File: src/rtl/tmds_pkg.sv
// Shared TMDS definitions: control tokens, guard-band words, TERC4 table and bit helpers.
// The TERC4 and guard-band items are only consumed when TMDS_TERC4_EN is defined.
package tmds_pkg;

    localparam logic [9:0] CTRL_00  = 10'b1101010100;
    localparam logic [9:0] CTRL_01  = 10'b0010101011;
    localparam logic [9:0] CTRL_10  = 10'b0101010100;
    localparam logic [9:0] CTRL_11  = 10'b1010101011;

    localparam logic [9:0] GB_VID_0 = 10'b1011001100;
    localparam logic [9:0] GB_VID_1 = 10'b0100110011;

    // Sideband fields that travel with a symbol through the first pipeline stage.
    typedef struct packed {
        logic       de;
        logic [1:0] c;
        logic       aux_en;
        logic [3:0] aux;
        logic       guard;
    } side_t;

    function automatic logic [9:0] ctrl_token(input logic [1:0] c);
        case (c)
            2'b00:   return CTRL_00;
            2'b01:   return CTRL_01;
            2'b10:   return CTRL_10;
            default: return CTRL_11;
        endcase
    endfunction

    function automatic logic [9:0] terc4(input logic [3:0] nib);
        case (nib)
            4'h0:    return 10'b1010011100;
            4'h1:    return 10'b1001100011;
            4'h2:    return 10'b1011100100;
            4'h3:    return 10'b1011100010;
            4'h4:    return 10'b0101110001;
            4'h5:    return 10'b0100011110;
            4'h6:    return 10'b0110001110;
            4'h7:    return 10'b0100111100;
            4'h8:    return 10'b1011001100;
            4'h9:    return 10'b0100111001;
            4'hA:    return 10'b0110011100;
            4'hB:    return 10'b1011000110;
            4'hC:    return 10'b1010001110;
            4'hD:    return 10'b1001110001;
            4'hE:    return 10'b0101100011;
            default: return 10'b1011000011;
        endcase
    endfunction

    function automatic logic [3:0] popcount8(input logic [7:0] v);
        logic [3:0] n;
        n = '0;
        for (int i = 0; i < 8; i++)
            n = n + {3'b000, v[i]};
        return n;
    endfunction

endpackage

File: src/rtl/tmds_qm_stage.sv
// First TMDS pipeline stage: transition-minimising XOR/XNOR chain, registered q_m and its ones count.
// Sideband (DE, C, AUX_EN, AUX, GUARD) is registered alongside so stage two sees a coherent symbol.
module tmds_qm_stage
    import tmds_pkg::*;
(
    input  logic       clk,
    input  logic       rst,
    input  logic       de,
    input  logic [7:0] d,
    input  logic [1:0] c,
    input  logic       aux_en,
    input  logic [3:0] aux,
    input  logic       guard,
    output logic [8:0] q_m,
    output logic [3:0] n1,
    output side_t      side
);

    logic       use_xnor;
    logic [3:0] d_ones;
    logic [8:0] q_m_next;

    always_comb begin
        // NOTE: every variable gets a value before any branch or loop so no latch can be inferred.
        d_ones   = popcount8(d);
        use_xnor = (d_ones > 4'd4) || (d_ones == 4'd4 && !d[0]);
        q_m_next = '0;
        q_m_next[0] = d[0];
        for (int i = 1; i < 8; i++)
            q_m_next[i] = use_xnor ? ~(q_m_next[i-1] ^ d[i]) : (q_m_next[i-1] ^ d[i]);
        q_m_next[8] = ~use_xnor;
    end

    always_ff @(posedge clk or posedge rst) begin
        if (rst) begin
            q_m  <= '0;
            n1   <= '0;
            side <= '{de: 1'b0, c: 2'b00, aux_en: 1'b0, aux: 4'h0, guard: 1'b0};
        end else begin
            // NOTE: non-blocking assignments keep every register sampling pre-edge values.
            q_m  <= q_m_next;
            n1   <= popcount8(q_m_next[7:0]);
            side <= '{de: de, c: c, aux_en: aux_en, aux: aux, guard: guard};
        end
    end

endmodule

File: src/rtl/tmds_encoder.sv
// TMDS 8b/10b channel encoder: stage-1 q_m, stage-2 DC balance with running disparity, output mux.
// Define TMDS_TERC4_EN to enable guard-band and TERC4 data-island symbols (AUX_EN, AUX, GUARD).
module tmds_encoder
    import tmds_pkg::*;
#(
    parameter int CHANNEL = 0,
    parameter int CNT_W   = 5
) (
    input  logic       CLK,
    input  logic       RST,
    input  logic       DE,
    input  logic [7:0] D,
    input  logic [1:0] C,
    input  logic       AUX_EN,
    input  logic [3:0] AUX,
    input  logic       GUARD,
    output logic [9:0] Q
);

    localparam logic signed [CNT_W-1:0] ZERO = '0;
    localparam logic signed [CNT_W-1:0] TWO  = CNT_W'(2);

    logic [8:0] q_m;
    logic [3:0] n1;
    side_t      s1;

    tmds_qm_stage u_qm (
        .clk    (CLK),
        .rst    (RST),
        .de     (DE),
        .d      (D),
        .c      (C),
        .aux_en (AUX_EN),
        .aux    (AUX),
        .guard  (GUARD),
        .q_m    (q_m),
        .n1     (n1),
        .side   (s1)
    );

    logic signed [CNT_W-1:0] cnt, cnt_next, data_cnt;
    logic signed [CNT_W-1:0] n1_s, n0_s, diff, qm8_two, nqm8_two;
    logic                    cnt_pos, cnt_neg;
    logic [9:0]              data_q, q_next;

    // diff is N1-N0; the sign tests use the counter MSB so no unsigned promotion creeps in.
    always_comb begin
        n1_s     = CNT_W'(n1);
        n0_s     = CNT_W'(4'd8 - n1);
        diff     = n1_s - n0_s;
        qm8_two  = q_m[8] ? TWO : ZERO;
        nqm8_two = q_m[8] ? ZERO : TWO;
        cnt_neg  = cnt[CNT_W-1];
        cnt_pos  = !cnt[CNT_W-1] && (cnt != ZERO);
        if (cnt == ZERO || n1 == 4'd4) begin
            data_q   = {~q_m[8], q_m[8], q_m[8] ? q_m[7:0] : ~q_m[7:0]};
            data_cnt = q_m[8] ? (cnt + diff) : (cnt - diff);
        end else if ((cnt_pos && n1 > 4'd4) || (cnt_neg && n1 < 4'd4)) begin
            data_q   = {1'b1, q_m[8], ~q_m[7:0]};
            data_cnt = cnt - diff + qm8_two;
        end else begin
            data_q   = {1'b0, q_m[8], q_m[7:0]};
            data_cnt = cnt + diff - nqm8_two;
        end
    end

    // Every non-data symbol leaves the disparity counter at zero.
    always_comb begin
        q_next   = ctrl_token(s1.c);
        cnt_next = ZERO;
`ifdef TMDS_TERC4_EN
        if (s1.guard) begin
            q_next = (CHANNEL == 1) ? GB_VID_1 : GB_VID_0;
        end else if (s1.de) begin
            q_next   = data_q;
            cnt_next = data_cnt;
        end else if (s1.aux_en) begin
            q_next = terc4(s1.aux);
        end
`else
        if (s1.de) begin
            q_next   = data_q;
            cnt_next = data_cnt;
        end
`endif
    end

`ifndef TMDS_TERC4_EN
    logic unused_terc4;
    assign unused_terc4 = ^{s1.aux_en, s1.aux, s1.guard, CHANNEL != 0};
`endif

    always_ff @(posedge CLK or posedge RST) begin
        if (RST) begin
            Q   <= CTRL_00;
            cnt <= ZERO;
        end else begin
            Q   <= q_next;
            cnt <= cnt_next;
        end
    end

endmodule

File: config.mk
export PLATFORM = sky130hd
export DESIGN_NAME = tmds_encoder
export DESIGN_NICKNAME = d
export VERILOG_FILES = /design/src/rtl/tmds_pkg.sv /design/src/rtl/tmds_qm_stage.sv /design/src/rtl/tmds_encoder.sv
export SDC_FILE = /design/constraint.sdc
export NUM_CORES = 1
export LEC_CHECK = 0
export CORE_UTILIZATION = 44
export CTS_CLUSTER_SIZE = 24
export DETAILED_ROUTE_END_ITERATION = 10
export PLACE_DENSITY_LB_ADDON = 0.05
export SLEW_MARGIN = 20
export SYNTH_ARGS = -nofsm -noshare
export SYNTH_HDL_FRONTEND = slang
export SYNTH_SLANG_ARGS = --single-unit
export TNS_END_PERCENT = 1
File: constraint.sdc
create_clock -name CLK -period 2.8 [get_ports CLK]
set_clock_uncertainty 0.15 [all_clocks]
set_input_delay 0.84 -clock CLK [delete_from_list [all_inputs] [get_ports CLK]]
set_output_delay 0.84 -clock CLK [all_outputs]
set_load 0.05 [all_outputs]
==> results.json, run 1 <==
{
  "outcome": "finished with violations",
  "failed_checks": "DRC, setup timing",
  "n_antenna_cell": 0,
  "wl_per_cell_um": 13.1,
  "required_ps": 2860,
  "grt_max_degree": 31,
  "cts.sinks": 30,
  "clock_latency_ps": 270,
  "synth_edf_count": 0,
  "io_pins": 29,
  "place.port_buffers": 22,
  "ys.flop_type": "dfrtp_1",
  "synth-async-reset-ratio_pct": 100,
  "gp_congestion": 0.875,
  "grt_pass1_wl_mm": 7.01,
  "timing.final.crit_period_ps": 5860,
  "setup_viol": 9,
  "yosys.area.top_type_share_pct": 30.1,
  "path_class": "input port to flop",
  "cp.arrival_ps": 5920,
  "holdCritPathClass": "flop to flop",
  "cts_buffers": 5,
  "syn_inst": 197,
  "grt_pass1_vias": 1554,
  "cp-end-kind": "flop",
  "rsz0062_at_grt": "yes",
  "crit_fanout": 2,
  "drt_wl_total_mm": 3.98,
  "h-tree-depth": 2,
  "critPathLaunchType": "input port",
  "synth_cell_types": 38,
  "synth.avg_cell_area_um2": 10.5,
  "start_util_pct": 46.7,
  "path_clk_slew_ps": 60,
  "drive_gt1_share_pct": 24.7,
  "synth-seq-area-share_pct": 36.5,
  "die_w_um": 70.7,
  "area_growth_pct": 32.1,
  "synth-seq-cells": 30,
  "drtAntennaViolNets": 0,
  "dr_total_vias": 1509,
  "die_h_um": 70.7,
  "ctsHoldBuffers": 0,
  "drv_cap": 0,
  "finalSetupTns_ps": -17850,
  "finalWorstSetupSlack_ps": -3060,
  "dieArea_mm2": 0.00500,
  "drt-pass1-iter-count": 7,
  "fin_util_pct": 61.7,
  "drtIter0Drc": 90,
  "drv_slew": 0,
  "syn_area_mm2": 0.00208,
  "syn_nets": 249,
  "yosysTopAreaCell": "dfrtp_1",
  "cts_tree": "done",
  "fin_crit_sh_pct": 209,
  "dp_hpwl_mm": 3.16,
  "ys_warn_count": 0,
  "fmax_mhz": 171,
  "ys_top_cells_by_area": "dfrtp_1 (30%), ha_1 (14%), fa_1 (8.7%)",
  "worstMarginPinSlew_ps": 591,
  "grtUsageTotal_pct": 17.8,
  "grt_remaining_overflow": 0,
  "via_per_inst": 4.98,
  "antenna_found_initial": 0,
  "hold_viol": 0,
  "core_mm2": 0.00444,
  "max-slew-margin-rel_pct": 60.6,
  "drc": 6,
  "root_buffer": "clkbuf_8",
  "num_rows": 24,
  "nets": 302,
  "cts_buffer_depth": 2
}
path summary, 6_finish.rpt:
check                                      start                endpoint  slack [ps]  cells past startpoint
setup / recovery                            D[0]    u_qm.n1[1]$_DFF_PP0_       -3060                     21
hold reg to reg            u_qm.q_m[4]$_DFF_PP0_          Q[4]$_DFF_PP1_         400                      2
min in group asynchronous                    RST  u_qm.side[7]$_DFF_PP0_         790                      3
max in group asynchronous                    RST          Q[8]$_DFF_PP1_        1400                      3
hold / removal             u_qm.q_m[4]$_DFF_PP0_          Q[4]$_DFF_PP1_         400                      2
setup reg to reg            u_qm.n1[0]$_DFF_PP0_        cnt[4]$_DFF_PP0_         130                      9
per-layer routing:
| metal | wire, um | share of wire [%] | GRT usage, % | vias up |
|---|---|---|---|---|
| met3 | 125 | 3.1 | 3.56 | 6 |
| li1 | - | - | - | 748 |
| met4 | 53 | 1.3 | 5.33 | 0 |
| met1 | 1970 | 49 | 24.6 | 730 |
| met5 | 0 | 0 | 0 | - |
| met2 | 1830 | 46 | 28.4 | 25 |
critical path, stage by stage:
cell	delay, ps
buf_8	100
ha_4	260
inv_2	30
fa_1	450
fa_1	510
inv_2	40
fa_2	350
fa_1	450
nor3b_2	220
o21ai_1	120
a21oi_2	230
xnor2_2	110
ha_1	290
inv_2	40
fa_1	470
inv_1	50
fa_1	450
fa_2	370
inv_2	60
fa_2	410
inv_1	60
cell families (layout without fill, tap and decap cells):
group                      after synthesis  count (layout)  synth area share, %
buffers and inverters                   36              90                 7.47
DFF                                     30              30                 36.5
AOI/OAI and AO/OA                       42              42                 13.8
muxes                                    2               2                0.964
adders and majority gates               33              33                 23.1
xor gates and xnor gates                24              24                 10.9
and+or+nand+nor                         30              30                 7.23
layout by cell type, fill, tap and decap left out, drive strengths merged, types with 5 or more instances in the layout:
cell / netlist / final
a21o: 7 / 7
a21oi: 15 / 15
buf: 0 / 29
clkbuf: 3 / 6
clkdlybuf4s50: 0 / 18
dfrtp: 25 / 25
dfstp: 5 / 5
fa: 9 / 9
ha: 24 / 24
inv: 33 / 33
nor2: 11 / 11
o21ai: 8 / 8
xnor2: 16 / 16
xor2: 7 / 7
cell type report:
| cell class | count | area (um2) |
|---|---|---|
| fillers | 376 | 1700 |
| multi-input cells | 131 | 1220 |
| flip-flops and latches | 30 | 757 |
| repair buffers | 49 | 434 |
| inverters | 33 | 124 |
| clock buffers | 6 | 82.6 |
| well taps | 52 | 65.1 |
| clock inverters | 2 | 60.1 |
metrics by stage:
| stage | setup slack, ps | instances | area (um2) | hold slack, ps |
|---|---|---|---|---|
| 5_1_grt | -3220 | 303 | 2740 | 469 |
| 6_report | -3060 | 303 | 2740 | 404 |
| 4_1_cts | -3240 | 301 | 2710 | 402 |
| 2_1_floorplan | -3110 | 197 | 2100 | 372 |
| 3_5_place_dp | -3680 | 291 | 2530 | 389 |
| 3_3_place_gp | -3530 | 291 | 2530 | 398 |
what timing repair did:
| action | CTS | global route |
|---|---|---|
| setup endpoints to repair | 10 | 9 |
| gates cloned | 0 | 0 |
| pin swaps | 14 | 12 |
| buffers inserted | 2 | 2 |
| resized for setup | 19 | 5 |
flip-flops by register name, summed over array words and instances (netlist names):
signal and flops:
Q 10, cnt 4, u_qm.n1 4, u_qm.q_m 9, u_qm.side 3
synthesized netlist by cell type, types with 2 or more instances:
library cell and instances:
a211o_1 2, a21o_1 7, a21oi_1 13, and2_1 2, clkbuf_8 2, dfrtp_1 25
dfstp_2 5, fa_1 9, ha_1 24, inv_1 33, mux2i_1 2, nand2_1 4
nor2_1 11, nor3_1 4, nor3b_1 2, o211ai_1 2, o21ai_0 8, xnor2_1 16
xor2_1 7
Power of run 1 is left out: the tool's default activity adds up to more than one toggle a clock period on the data nets, which glitch-free logic cannot reach.
==> run 2, diff against run 1 <==
--- a/config.mk
+++ b/config.mk
@@ -5,11 +5,11 @@
 export SDC_FILE = /design/constraint.sdc
 export NUM_CORES = 1
 export LEC_CHECK = 0
+export CORE_ASPECT_RATIO = 0.5
 export CORE_UTILIZATION = 44
 export CTS_CLUSTER_SIZE = 24
 export DETAILED_ROUTE_END_ITERATION = 10
 export PLACE_DENSITY_LB_ADDON = 0.05
-export SLEW_MARGIN = 20
 export SYNTH_ARGS = -nofsm -noshare
 export SYNTH_HDL_FRONTEND = slang
 export SYNTH_SLANG_ARGS = --single-unit
==> run 2 against run 1 <==
Highest routed layer unchanged; die area increased by 0.33%; the run ends with setup timing left; wire length increased by 15%; register-to-register slack about the same; critical path depth unchanged.
==> results.json, run 2 (synthesis gave the netlist of run 1 again) <==
{
  "holdCritPathClass": "flop to flop",
  "cts_buffers": 5,
  "ff2ff_path_depth": 9,
  "place.port_buffers": 22,
  "cts_tree": "done",
  "max-slew-margin-rel_pct": 60.5,
  "wl_per_cell_um": 14.0,
  "top_register": "Q",
  "largest_register_ffs": 10,
  "cts.sinks": 30,
  "fin_cells": 327,
  "nets": 321,
  "drive_gt1_share_pct": 31.1,
  "num_rows": 17,
  "hold_viol": 0,
  "area_growth_pct": 41.5,
  "stdcell_area_mm2": 0.00294,
  "dr_total_vias": 1600,
  "antenna_found_initial": 0,
  "leakage_nw": 1.46,
  "root_buffer": "clkbuf_8",
  "gp_congestion": 0.844,
  "fill_cells": 356,
  "powerDensity_mw_per_mm2": 1390,
  "fmax_mhz": 170,
  "n_antenna_cell": 0,
  "ctsHoldBuffers": 0,
  "reg2reg_setup_slack_ps": 140,
  "failed_checks": "setup timing",
  "crit_path_start": "D[0]",
  "grt_remaining_overflow": 0,
  "grt_max_degree": 31,
  "finalWorstSetupSlack_ps": -3070,
  "clock_latency_ps": 290,
  "grt_pass1_wl_mm": 7.37,
  "via_per_inst": 4.89,
  "ir_drop_uv": 521,
  "io_pins": 29,
  "core_mm2": 0.00447,
  "place_inst": 296,
  "endpoint": "u_qm.n1[1]$_DFF_PP0_",
  "outcome": "finished with violations",
  "dieArea_mm2": 0.00501,
  "placed_area_mm2": 0.00253,
  "path_clk_slew_ps": 70,
  "cp.arrival_ps": 5950,
  "drv_slew": 0,
  "pre_cts_ws_ps": -3700,
  "setup_viol": 9,
  "start_util_pct": 46.5,
  "drt_wl_total_mm": 4.59,
  "r2r-start": "u_qm.n1[0]$_DFF_PP0_",
  "drtAntennaViolNets": 0,
  "fin_crit_sh_pct": 210,
  "drv_cap": 0,
  "grt_pass1_vias": 1574,
  "die_w_um": 99.1,
  "largest_registers": "Q: 10 flops, u_qm.q_m: 9 flops",
  "grtUsageTotal_pct": 19.8,
  "dp_hpwl_mm": 3.19,
  "critPathLaunchType": "input port",
  "final_common_cell": "inv_1",
  "timing.final.crit_period_ps": 5870,
  "h-tree-depth": 2,
  "layout_common_cells": "inv_1 (29), dfrtp_1 (25), buf_4 (24)",
  "cp-end-kind": "flop",
  "drtIter0Drc": 48,
  "drt-pass1-iter-count": 4,
  "drc": 0,
  "crit_fanout": 2,
  "path_class": "input port to flop",
  "required_ps": 2880,
  "reg2reg_to": "cnt[4]$_DFF_PP0_",
  "cts_buffer_depth": 2,
  "die_h_um": 50.6,
  "rsz0062_at_grt": "yes",
  "worstMarginPinSlew_ps": 592
}
## run 2: layout make-up
type,count,area (um2),area share [%]
Timing Repair Buffer,68,652,22.2
Tap cell,57,71.3,2.43
Clock buffer,6,82.6,2.81
Inverter,33,124,4.22
Clock inverter,2,12.5,0.426
Sequential cell,30,757,25.8
Multi-Input combinational cell,131,1240,42.1
## run 2: report_power, final
part | switching (mW) | internal (mW) | total, mW
clock | 0.172 | 0.197 | 0.369
sequential | 0.105 | 0.640 | 0.745
combinational | 1.51 | 1.45 | 2.97
total | 1.79 | 2.29 | 4.08
## run 2: through the flow
stage	hold WS, ps	total power [mW]	utilization (%)	TNS, ps
after global placement	396	3.22	56.8	-22230
final	418	4.08	65.7	-20390
after detailed placement	387	3.31	56.8	-23580
after floorplan	372	2.67	-	-17120
after global routing	458	4.43	65.7	-22070
after CTS	397	3.99	64.5	-21850
## run 2: how the worst min path moves through the flow
stage                          start  depth (start not counted)  slack (ps)        endpoint
2_1_floorplan  u_qm.q_m[2]$_DFF_PP0_                          2         370  Q[2]$_DFF_PP1_
5_1_grt        u_qm.q_m[2]$_DFF_PP0_                          2         460  Q[2]$_DFF_PP1_
6_report       u_qm.q_m[4]$_DFF_PP0_                          2         420  Q[4]$_DFF_PP1_
4_1_cts        u_qm.q_m[6]$_DFF_PP0_                          2         400  Q[6]$_DFF_PP1_
3_3_place_gp   u_qm.q_m[4]$_DFF_PP0_                          2         400  Q[4]$_DFF_PP1_
3_5_place_dp   u_qm.q_m[6]$_DFF_PP0_                          2         390  Q[6]$_DFF_PP1_
## run 2: worst max-delay path: stages
cell,delay (ps)
buf_8,100
ha_4,260
inv_2,40
fa_1,470
fa_1,490
inv_1,50
fa_2,340
fa_1,460
nor3b_2,240
o21ai_1,100
a21oi_2,200
xnor2_2,90
ha_1,290
inv_1,50
fa_1,510
inv_2,50
fa_1,460
fa_2,370
inv_2,70
fa_1,400
inv_1,60
## run 2: routing by layer
metal	vias to the layer above	track usage [%]	part of all wire [%]	wire, um
met1	779	24.3	46	2100
li1	789	-	-	-
met2	23	35.0	50	2310
met5	-	0	0	0
met4	0	7.84	1.5	71
met3	9	4.04	2.4	111
## run 2: repair_timing
action,in CTS,in global routing
pin swaps,14,10
setup buffers,23,0
endpoints found under the setup margin,10,10
resized for setup,35,13
(Power assumes the default switching activity.)
